$ cat config.mk
export PLATFORM = sky130hd
export DESIGN_NAME = store_lane_packer
export DESIGN_NICKNAME = d
export VERILOG_FILES = /design/src/rtl/store_lane_packer_pkg.sv /design/src/rtl/store_lane_packer_fifo.sv /design/src/rtl/store_lane_packer.sv
export SDC_FILE = /design/constraint.sdc
export NUM_CORES = 1
export LEC_CHECK = 0
export CORE_UTILIZATION = 46
export DETAILED_ROUTE_END_ITERATION = 10
export PLACE_DENSITY = 0.75
export SETUP_SLACK_MARGIN = 0.05
export SLEW_MARGIN = 20
export SYNTH_ARGS = -nofsm -noshare
export SYNTH_HDL_FRONTEND = slang
export SYNTH_SLANG_ARGS = --single-unit
$ cat constraint.sdc
create_clock -name clk -period 1.9 [get_ports clk]
set_clock_uncertainty 0.1 [all_clocks]
set_input_delay 0.38 -clock clk [delete_from_list [all_inputs] [get_ports clk]]
set_output_delay 0.38 -clock clk [all_outputs]
set_load 0.03 [all_outputs]
$ cat src/rtl/store_lane_packer_pkg.sv
// Shared definitions for the store lane packer: op encoding, buffered entry
// layout and the byte-lane packing/alignment helpers.
package store_lane_packer_pkg;

   localparam logic [1:0] OP_SW = 2'd0;
   localparam logic [1:0] OP_SH = 2'd1;
   localparam logic [1:0] OP_SB = 2'd2;

   // addr is carried at 32 bits; narrower ADDR_W values are zero-extended
   typedef struct packed {
      logic [31:0] addr;
      logic [31:0] wdata;
      logic [3:0]  be;
   } entry_t;

   typedef struct packed {
      logic [31:0] wdata;
      logic [3:0]  be;
   } lanes_t;

   // Reserved op 3 falls through to word packing
   function automatic lanes_t pack_lanes(input logic [1:0] op, input logic [1:0] addr,
                                         input logic [31:0] data);
      lanes_t l;
      case (op)
         OP_SB:   begin l.be = 4'b0001 << addr; l.wdata = {4{data[7:0]}}; end
         OP_SH:   begin l.be = addr[1] ? 4'b1100 : 4'b0011; l.wdata = {2{data[15:0]}}; end
         default: begin l.be = 4'b1111; l.wdata = data; end
      endcase
      return l;
   endfunction

   function automatic logic misaligned(input logic [1:0] op, input logic [1:0] addr);
      logic m;
      case (op)
         OP_SW:   m = (addr != 2'b00);
         OP_SH:   m = addr[0];
         OP_SB:   m = 1'b0;
         default: m = 1'b1;
      endcase
      return m;
   endfunction

endpackage

$ cat src/rtl/store_lane_packer_fifo.sv
// store_fifo: generic DEPTH-entry synchronous FIFO with occupancy count.
// Head data is read combinationally from the storage array.
module store_fifo #(
   parameter int W     = 68,
   parameter int DEPTH = 2,
   localparam int AW   = $clog2(DEPTH)
) (
   input  logic          clk,
   input  logic          reset,
   input  logic          push,
   input  logic [W-1:0]  wdata,
   input  logic          pop,
   output logic [W-1:0]  rdata,
   output logic [AW:0]   count,
   output logic          full,
   output logic          empty
);

   logic [W-1:0]  mem [DEPTH];
   logic [AW-1:0] wr_ptr, rd_ptr;
   logic          do_push, do_pop;

   assign full    = (count == (AW+1)'(DEPTH));
   assign empty   = (count == '0);
   assign do_push = push && !full;
   assign do_pop  = pop && !empty;
   assign rdata   = mem[rd_ptr];

   // Pointers wrap naturally since DEPTH is a power of two
   always_ff @(posedge clk or negedge reset) begin
      if (!reset) begin
         wr_ptr <= '0;
         rd_ptr <= '0;
         count  <= '0;
         for (int i = 0; i < DEPTH; i++) mem[i] <= '0;
      end else begin
         if (do_push) begin
            mem[wr_ptr] <= wdata;
            wr_ptr      <= wr_ptr + 1'b1;
         end
         if (do_pop) rd_ptr <= rd_ptr + 1'b1;
         case ({do_push, do_pop})
            2'b10:   count <= count + 1'b1;
            2'b01:   count <= count - 1'b1;
            default: count <= count;
         endcase
      end
   end

endmodule

$ cat src/rtl/store_lane_packer.sv
// Store lane packer + write buffer toward data memory.
// Optional macro ALIGN_CHK_EN: drop misaligned stores and pulse align_err.
module store_lane_packer
   import store_lane_packer_pkg::*;
#(
   parameter int DEPTH  = 2,
   parameter int ADDR_W = 32
) (
   input  logic                     clk,
   input  logic                     reset,
   input  logic                     req_valid,
   output logic                     req_ready,
   input  logic [1:0]               req_op,
   input  logic [ADDR_W-1:0]        req_addr,
   input  logic [31:0]              req_data,
   output logic                     mem_valid,
   input  logic                     mem_ready,
   output logic [ADDR_W-1:0]        mem_addr,
   output logic [31:0]              mem_wdata,
   output logic [3:0]               mem_be,
   output logic                     align_err,
   output logic [$clog2(DEPTH):0]   count
);

   lanes_t lanes;
   entry_t in_e, head, last_q, shown;
   logic   accept, bad, push, pop, full, empty;

   assign accept = req_valid && req_ready;
   assign lanes  = pack_lanes(req_op, req_addr[1:0], req_data);
`ifdef ALIGN_CHK_EN
   assign bad    = misaligned(req_op, req_addr[1:0]);
`else
   assign bad    = 1'b0;
`endif
   assign push   = accept && !bad;
   assign pop    = mem_valid && mem_ready;

   assign in_e.addr  = 32'({req_addr[ADDR_W-1:2], 2'b00});
   assign in_e.wdata = lanes.wdata;
   assign in_e.be    = lanes.be;

   store_fifo #(.W($bits(entry_t)), .DEPTH(DEPTH)) u_fifo (
      .clk   (clk),
      .reset (reset),
      .push  (push),
      .wdata (in_e),
      .pop   (pop),
      .rdata (head),
      .count (count),
      .full  (full),
      .empty (empty)
   );

   assign req_ready = !full;
   assign mem_valid = !empty;

   // Keep the last presented entry on mem_* once the buffer runs dry
   always_ff @(posedge clk or negedge reset) begin
      if (!reset) begin
         last_q    <= '0;
         align_err <= 1'b0;
      end else begin
         if (pop) last_q <= head;
         align_err <= accept && bad;
      end
   end

   assign shown     = empty ? last_q : head;
   assign mem_addr  = ADDR_W'(shown.addr);
   assign mem_wdata = shown.wdata;
   assign mem_be    = shown.be;

endmodule

**Word-level counts from Yosys, hierarchy flattened**

Cells that the tools add are included.

- Flip-flop bits (word level): 208
- Input port bits: 70

- Add/subtract/negate cells: 4
- Order comparisons: 3
- Eq/ne operators: 5
- Shift-type cells: 1
- Muxes and demuxes: 10
- Bitwise logic cells: 2
- Reduce and logical (&&, ||, !) cells: 9

Operators with widths:

| cell | count |
|---|---|
| 2-to-1 mux 68 bit | 5 |
| bitwise mux 136 bit | 1 |
| one-hot mux 36 bit (2 select lines) | 1 |
| demux 68 bit (select 1 bit) | 1 |
| == test 2 bit (second input constant) | 3 |
| logical AND 1 bit | 5 |
| == test 2 x 1 -> 1 bit (second input constant) | 2 |
| >= comparator 2 bit (second input constant) | 2 |
| 2-to-1 mux 4 bit | 1 |
| NOT 1 -> 2 bit | 2 |
| one-hot mux 2 bit (2 select lines) | 1 |
| << shifter 1 x 2 -> 4 bit (first input constant) | 1 |
| adder 1 bit (second input constant) | 2 |
| adder 2 x 1 -> 2 bit (second input constant) | 1 |
| logical NOT 1 bit | 2 |
| logical NOT 2 bit | 1 |
| < comparator 2 x 1 -> 1 bit (second input constant) | 1 |
| nonzero test 2 bit | 1 |
| subtractor 2 x 1 -> 2 bit (second input constant) | 1 |

**Logic depth before layout (Yosys ltp)**

Gate-level depths: netlist of the first run.

- Depth in word-level cells: 6
- Depth in mapped cells: 8
- Depth with buffers taken out: 7

**By module**

A second synthesis of the first run with hierarchy kept.

- Cells, all modules: 689
- Area, all modules: 9924.5 um2

Modules (own cells, without submodules):

| module | instances | cells each | area each (um2) | sequential area each (um2) |
|---|---|---|---|---|
| store_fifo | 1 | 381 | 6052.1 | 3503.4 |
| store_lane_packer | 1 | 308 | 3872.5 | 1701.6 |

**Worst setup path before layout of the first run**

OpenSTA, ideal clock, no wires.

- Kind: reg-to-output
- From: reg u_fifo.count[0]
- To: out mem_addr[22]
- Arrival: 1.918 ns
- Data required time: 1.420 ns
- Slack: -0.498 ns
- Cell stages (with the launch flop): 6
- Buffers on the path: 3
- Cell sequence: dfrtp_1 -> or2_2 -> buf_2 -> buf_2 -> buf_2 -> a21oi_1

- Word-level cells in the longest chain between the ends: 2

RTL lines:

| item | line | RTL |
|---|---|---|
| start, declared | store_lane_packer_fifo.sv:14 | `output logic [AW:0] count,` |
| start signal, assigned | store_lane_packer_fifo.sv:43 | `2'b10: count <= count + 1'b1;` |
| start signal, assigned | store_lane_packer_fifo.sv:44 | `2'b01: count <= count - 1'b1;` |
| start signal, assigned | store_lane_packer_fifo.sv:45 | `default: count <= count;` |
| logical NOT 2 bit | store_lane_packer_fifo.sv:24 | `assign empty = (count == '0);` |
| 2-to-1 mux 68 bit | store_lane_packer.sv:69 | `assign shown = empty ? last_q : head;` |
| end, declared | store_lane_packer.sv:18 | `output logic [ADDR_W-1:0] mem_addr,` |

Every way passes these cells.

**Worst setup path in the final report of the first run**

- From: reg u_fifo.count[1]
- To: out mem_addr[18]

The elaborated chain is that of the path after synthesis.

==> results.md, run 1 <==
* Final Max Tran Viols at 0
* Synth cell count leaders: dfrtp_1 (202), mux2_2 (82), a21oi_1 (76), mux2i_1 (76), o21ai_0 (76)
* Die footprint at 20900 um2
* Vias per cell at 5.52
* Minimum clock period at 2.41 ns
* Post-synth EDFFs at 0
* CP Class: reg2out
* Die height at 145 um
* Sequential share of the synthesized area at 54.0%
* R2r startpoint: u_fifo.count[1]
* Layout cells sized above 1 at 48.2%
* Synthesis Warnings at 0
* Most used DFF post-synth: dfrtp_1
* Clock buffer count from CTS at 22
* Final worst slack at -0.508 ns
* First-pass GRT wire length at 37500 um
* Max-cap violation count at 0
* Worst Setup End Kind: output pin
* R2R depth at 10
* H-tree depth at 1
* Remaining antenna violation count at 0
* Synth Area in XOR/XNOR at 0.468%
* Adder-cell area share of the yosys netlist at 0.535%
* Most common cell in the synthesized netlist: dfrtp_1
* Initial Util at 47.5%
* Synth Instances at 823
* Average cell area after synthesis at 11.4 um2
* Dpl cells at 1257
* Synth unique cells at 31
* Synth Area in Simple Gates at 6.11%
* Violations in the final reports: setup timing
* DP HPWL at 15800 um
* Multi-input logic area at 5240 um2
* Final setup violating endpoints at 192
* Total via count in the routed design at 7400
* Grt ovf at 0
* Filler cells at 1222
* CTS clk-pin slew, worst paths at 0.06 ns
* Drt wl/cell at 21.1 um
* Synth top area cells: dfrtp_1 (54%), mux2_2 (9.9%), mux2i_1 (8.1%), mux2_4 (4.8%), a21oi_1 (4.1%)
* Worst reg2reg path endpoint: u_fifo.mem[32]
* Clock root cell: clkbuf_16
* CTS Sinks at 202
* First-pass DRT Iterations at 6
* CP arrival at 1.93 ns
* Synth async-reset ratio at 100%
* Post-Layout Cell Count at 1340
* Min-Delay Path Class: in2async
* CP max FO at 6
* Mapped Area at 9360 um2
* Vias in the first global route at 7174
* Core Rows at 51
* Mux contribution to synthesized area at 22.8%
* Detailed Route WL at 28300 um
* Final period utilization at 127%
* Worst-Skew Late Latency at 0.49 ns
* Run status: finished with violations
* DR iter-0 viols at 377
* Hold Fails Final Rpt at 0
* CP required at 1.42 ns
* # diodes at 0
* Post-synth top area share at 54.0%
* Largest family of logic cells by synthesized area: multiplexers
* CP startpoint kind: register
* I/O pins at 143
* Layout area overhead at 56.4%
* GP Congestion at 0.887
* FF+latch area at 5060 um2
* Width of the chip at 145 um
* Synthesized flop and latch total at 202
* Number of I/O port buffers at 139
* Antenna violations before repair at 0
* Core Footprint at 19700 um2
* Largest net degree at the start of global routing at 67
* Compound-cell area share of the yosys netlist at 11.5%
* Largest buffer count on any clock path at 3
* Worst R2R Setup Slack at -0.24 ns
* RSZ-0062 raised after global routing: true
* F_max at 415 MHz
* Post-route DRC at 0
* CTS tree: done
* # nets final at 1135
* Synth area leader: dfrtp_1
* Total GRT Usage at 23.3%
flip-flops by register name, summed over array words and instances, names as in the netlist:
name and cells:
last_q 66, u_fifo.count 2, u_fifo.mem 132, u_fifo.rd_ptr 1, u_fifo.wr_ptr 1
worst max-delay path by stage:
stage / startpoint / to / slack (ns) / cells past startpoint
finish: u_fifo.count[1] / mem_addr[18] / -0.51 / 6
floorplan: u_fifo.count[0] / mem_addr[22] / -0.05 / 5
CTS: u_fifo.count[1] / mem_be[3] / -0.50 / 6
global route: u_fifo.count[1] / mem_wdata[15] / -0.56 / 5
detailed placement: req_op[0] / u_fifo.mem[83] / -0.47 / 6
global placement: req_op[0] / u_fifo.mem[13] / -0.44 / 6
layout make-up:
class | count | share of cell area (%)
clock buffers | 31 | 4.34
clock inverters | 7 | 0.427
inverters | 23 | 0.590
multi-input cells | 535 | 35.8
flip-flops and latches | 202 | 34.6
well taps | 265 | 2.26
repair buffers | 277 | 22.0
worst max-delay path: stages (launching register included):
cell and delay, ns:
dfrtp_2 0.42, or2_4 0.32, buf_12 0.17, clkbuf_16 0.17
nor2_2 0.14, a21oi_4 0.04, buf_4 0.17
cells in the final DEF, fill, tap and decap left out, types with 10 or more instances in the layout:
master	n
mux2_4	59
clkdlybuf4s50_1	68
dfrtp_1	199
nor2_2	31
mux2i_2	15
nand2_1	68
buf_6	62
mux2i_1	57
mux2_2	53
inv_1	22
clkbuf_16	34
a21oi_1	10
a21oi_4	66
buf_4	92
buf_12	33
o21ai_0	76
nor2_4	37
cell families (layout without fill, tap and decap cells):
logic type,count (synthesis),in the layout
other,1,3
buffers and inverters,88,338
AO/OA/AOI/OAI,191,191
XOR/XNOR,5,5
multiplexers,188,188
adder cells (fa/ha/maj),4,4
AND/OR/NAND/NOR,144,144
flip-flops,202,202
through the flow:
step	hold slack [ns]	util (%)	worst slack, ns	area (um2)	setup TNS, ns
detailed placement	0.183	62.7	-0.466	12400	-31.13
floorplan	-0.0156	-	-0.0496	10300	-1.20
global placement	0.183	62.7	-0.442	12400	-29.07
global route	0.253	74.3	-0.559	14600	-60.32
finish	0.244	74.3	-0.508	14600	-51.79
CTS	0.235	68.2	-0.496	13500	-33.04
per-layer routing:
layer	up-vias	routed length (um)	share of wire (%)	global-route usage, %
met5	-	0	0	0
met4	0	688	2.4	5.71
met3	49	1600	5.6	4.01
met2	239	13900	49	38.5
met1	3776	12100	43	32.1
li1	3336	-	-	-
timing repair:
item,in CTS,in global routing
pin swaps,2,14
cloned,3,18
buffers inserted,9,18
hold buffers,1,0
resized for setup,77,178
endpoints found under the setup margin,120,228
hold endpoints to repair,34,0
Power of run 1 is not shown: default switching activity piles up to over one toggle a cycle in this logic, so the estimate is an artifact.
==> run 2, diff against run 1 <==
MAX_ROUTING_LAYER = met4   (was unset)
SLEW_MARGIN = 40   (was 20)
==> results.md, run 2 (synthesized netlist as in run 1, its figures left out) <==
* Run status: finished with violations
* Violations in the final reports: setup timing
* DP HPWL at 15800 um
* CP arrival at 1.93 ns
* DR top layer: met4
* CTS tree: done
* Antenna violations before repair at 0
* Final Max Tran Viols at 0
* Routed wl met3 at 1410 um
* Die footprint at 20900 um2
* Worst Setup End Kind: output pin
* # nets final at 1133
* Die height at 145 um
* Total GRT Usage at 24.0%
* H-tree depth at 1
* Highest-count cells in the layout ignoring fill and taps: dfrtp_1 (199), mux2_4 (104), buf_4 (85), o21ai_0 (76), buf_6 (73)
* Maximum vdd drop at 0.00170 V
* Power Dens Cells at 2280 nW/um2
* RSZ-0062 raised after global routing: true
* CP startpoint kind: register
* Layout cells sized above 1 at 48.3%
* Core Rows at 51
* Worst-Skew Late Latency at 0.50 ns
* Total via count in the routed design at 7395
* I/O pins at 143
* CP required at 1.42 ns
* Largest Register: u_fifo.mem
* GP Congestion at 0.902
* CP max FO at 25
* Largest buffer count on any clock path at 3
* Detailed Route WL at 27800 um
* TNS Setup at -39.07 ns
* F_max at 415 MHz
* Post-route DRC at 0
* CTS Sinks at 202
* FF+latch area at 5060 um2
* Commonest non-fill, non-tap cell in the layout: dfrtp_1
* Clock buffer count from CTS at 22
* First-pass DRT Iterations at 5
* CTS clk-pin slew, worst paths at 0.06 ns
* DR iter-0 viols at 404
* Minimum clock period at 2.41 ns
* CP Class: reg2out
* R2R depth at 10
* Static Leak at 0.00651 uW
* # diodes at 0
* Remaining antenna violation count at 0
* Largest net degree at the start of global routing at 67
* Drt wl/cell at 20.8 um
* Min-Delay Path Class: in2async
* Final period utilization at 127%
* Vias per cell at 5.53
* Layout area overhead at 57.2%
* Core Footprint at 19700 um2
* Final setup violating endpoints at 172
* Final worst slack at -0.511 ns
* Vias in the first global route at 7170
* Wl on met1 at 12200 um
* Max-cap violation count at 0
* Largest registers: u_fifo.mem x132, last_q x66, u_fifo.count x2
* Initial Util at 47.5%
* Flip-flop count of the largest register after layout at 132
* R2r startpoint: u_fifo.count[1]
* Worst reg2reg path endpoint: u_fifo.mem[27]
* First-pass GRT wire length at 37600 um
* Finished Cell Area at 14700 um2
* WL met2 at 13500 um
* Grt ovf at 0
* Filler cells at 1186
* Placed cell area at 12400 um2
* Number of I/O port buffers at 139
* Width of the chip at 145 um
* Hold Fails Final Rpt at 0
* Clock root cell: clkbuf_16
* Multi-input logic area at 5360 um2
* Worst R2R Setup Slack at -0.17 ns
run 2: power breakdown:
part,internal [uW],switching (uW),leakage (uW)
Sequential,6470,1510,0.00245
Combinational,10900,10600,0.00371
Clock,2460,1680,0.000345
Total,19800,13800,0.00651
run 2: worst max-delay path by stage:
stage | startpoint | endpoint | slack, ns
CTS | u_fifo.count[1] | mem_be[3] | -0.50
global placement | req_op[0] | u_fifo.mem[13] | -0.44
finish | u_fifo.count[0] | mem_wdata[15] | -0.51
global route | u_fifo.count[0] | mem_wdata[15] | -0.56
detailed placement | req_op[0] | u_fifo.mem[83] | -0.47
floorplan | u_fifo.count[0] | mem_addr[22] | -0.05
run 2: worst max-delay path, stage by stage, from the launching register on:
cell,delay [ns]
dfrtp_2,0.40
or2_4,0.34
clkbuf_16,0.29
nor2_2,0.19
a21oi_4,0.05
buf_6,0.15
run 2: routing by layer:
| metal | global-route usage (%) | vias to the layer above |
|---|---|---|
| met5 | - | - |
| met4 | 5.71 | 0 |
| met3 | 3.92 | 57 |
| met2 | 38.3 | 224 |
| met1 | 32.3 | 3779 |
| li1 | - | 3335 |
run 2: final cells by class:
| type | instances | share of cell area (%) |
|---|---|---|
| clock buffers | 31 | 4.32 |
| multi-input cells | 535 | 36.4 |
| inverters | 23 | 0.586 |
| well taps | 265 | 2.25 |
| repair buffers | 275 | 21.6 |
| flip-flops and latches | 202 | 34.4 |
| clock inverters | 7 | 0.425 |
run 2: what timing repair did:
action	in CTS	in global routing
endpoints found under the setup margin	120	228
resized for setup	77	223
setup buffers	9	20
pin swaps	2	13
gates cloned	3	14
hold buffers	1	0
hold endpoints to repair	34	0
run 2: stage by stage:
step | setup slack [ns] | utilization (%) | power, uW | std cells | hold slack [ns]
2_1_floorplan | -0.0496 | - | 19200 | 825 | -0.0156
3_3_place_gp | -0.442 | 62.7 | 24700 | 1257 | 0.183
3_5_place_dp | -0.466 | 62.7 | 25100 | 1257 | 0.183
4_1_cts | -0.496 | 68.2 | 30200 | 1307 | 0.235
5_1_grt | -0.562 | 74.7 | 35200 | 1338 | 0.252
6_report | -0.511 | 74.7 | 33600 | 1338 | 0.239
(Power assumes the default switching activity.)
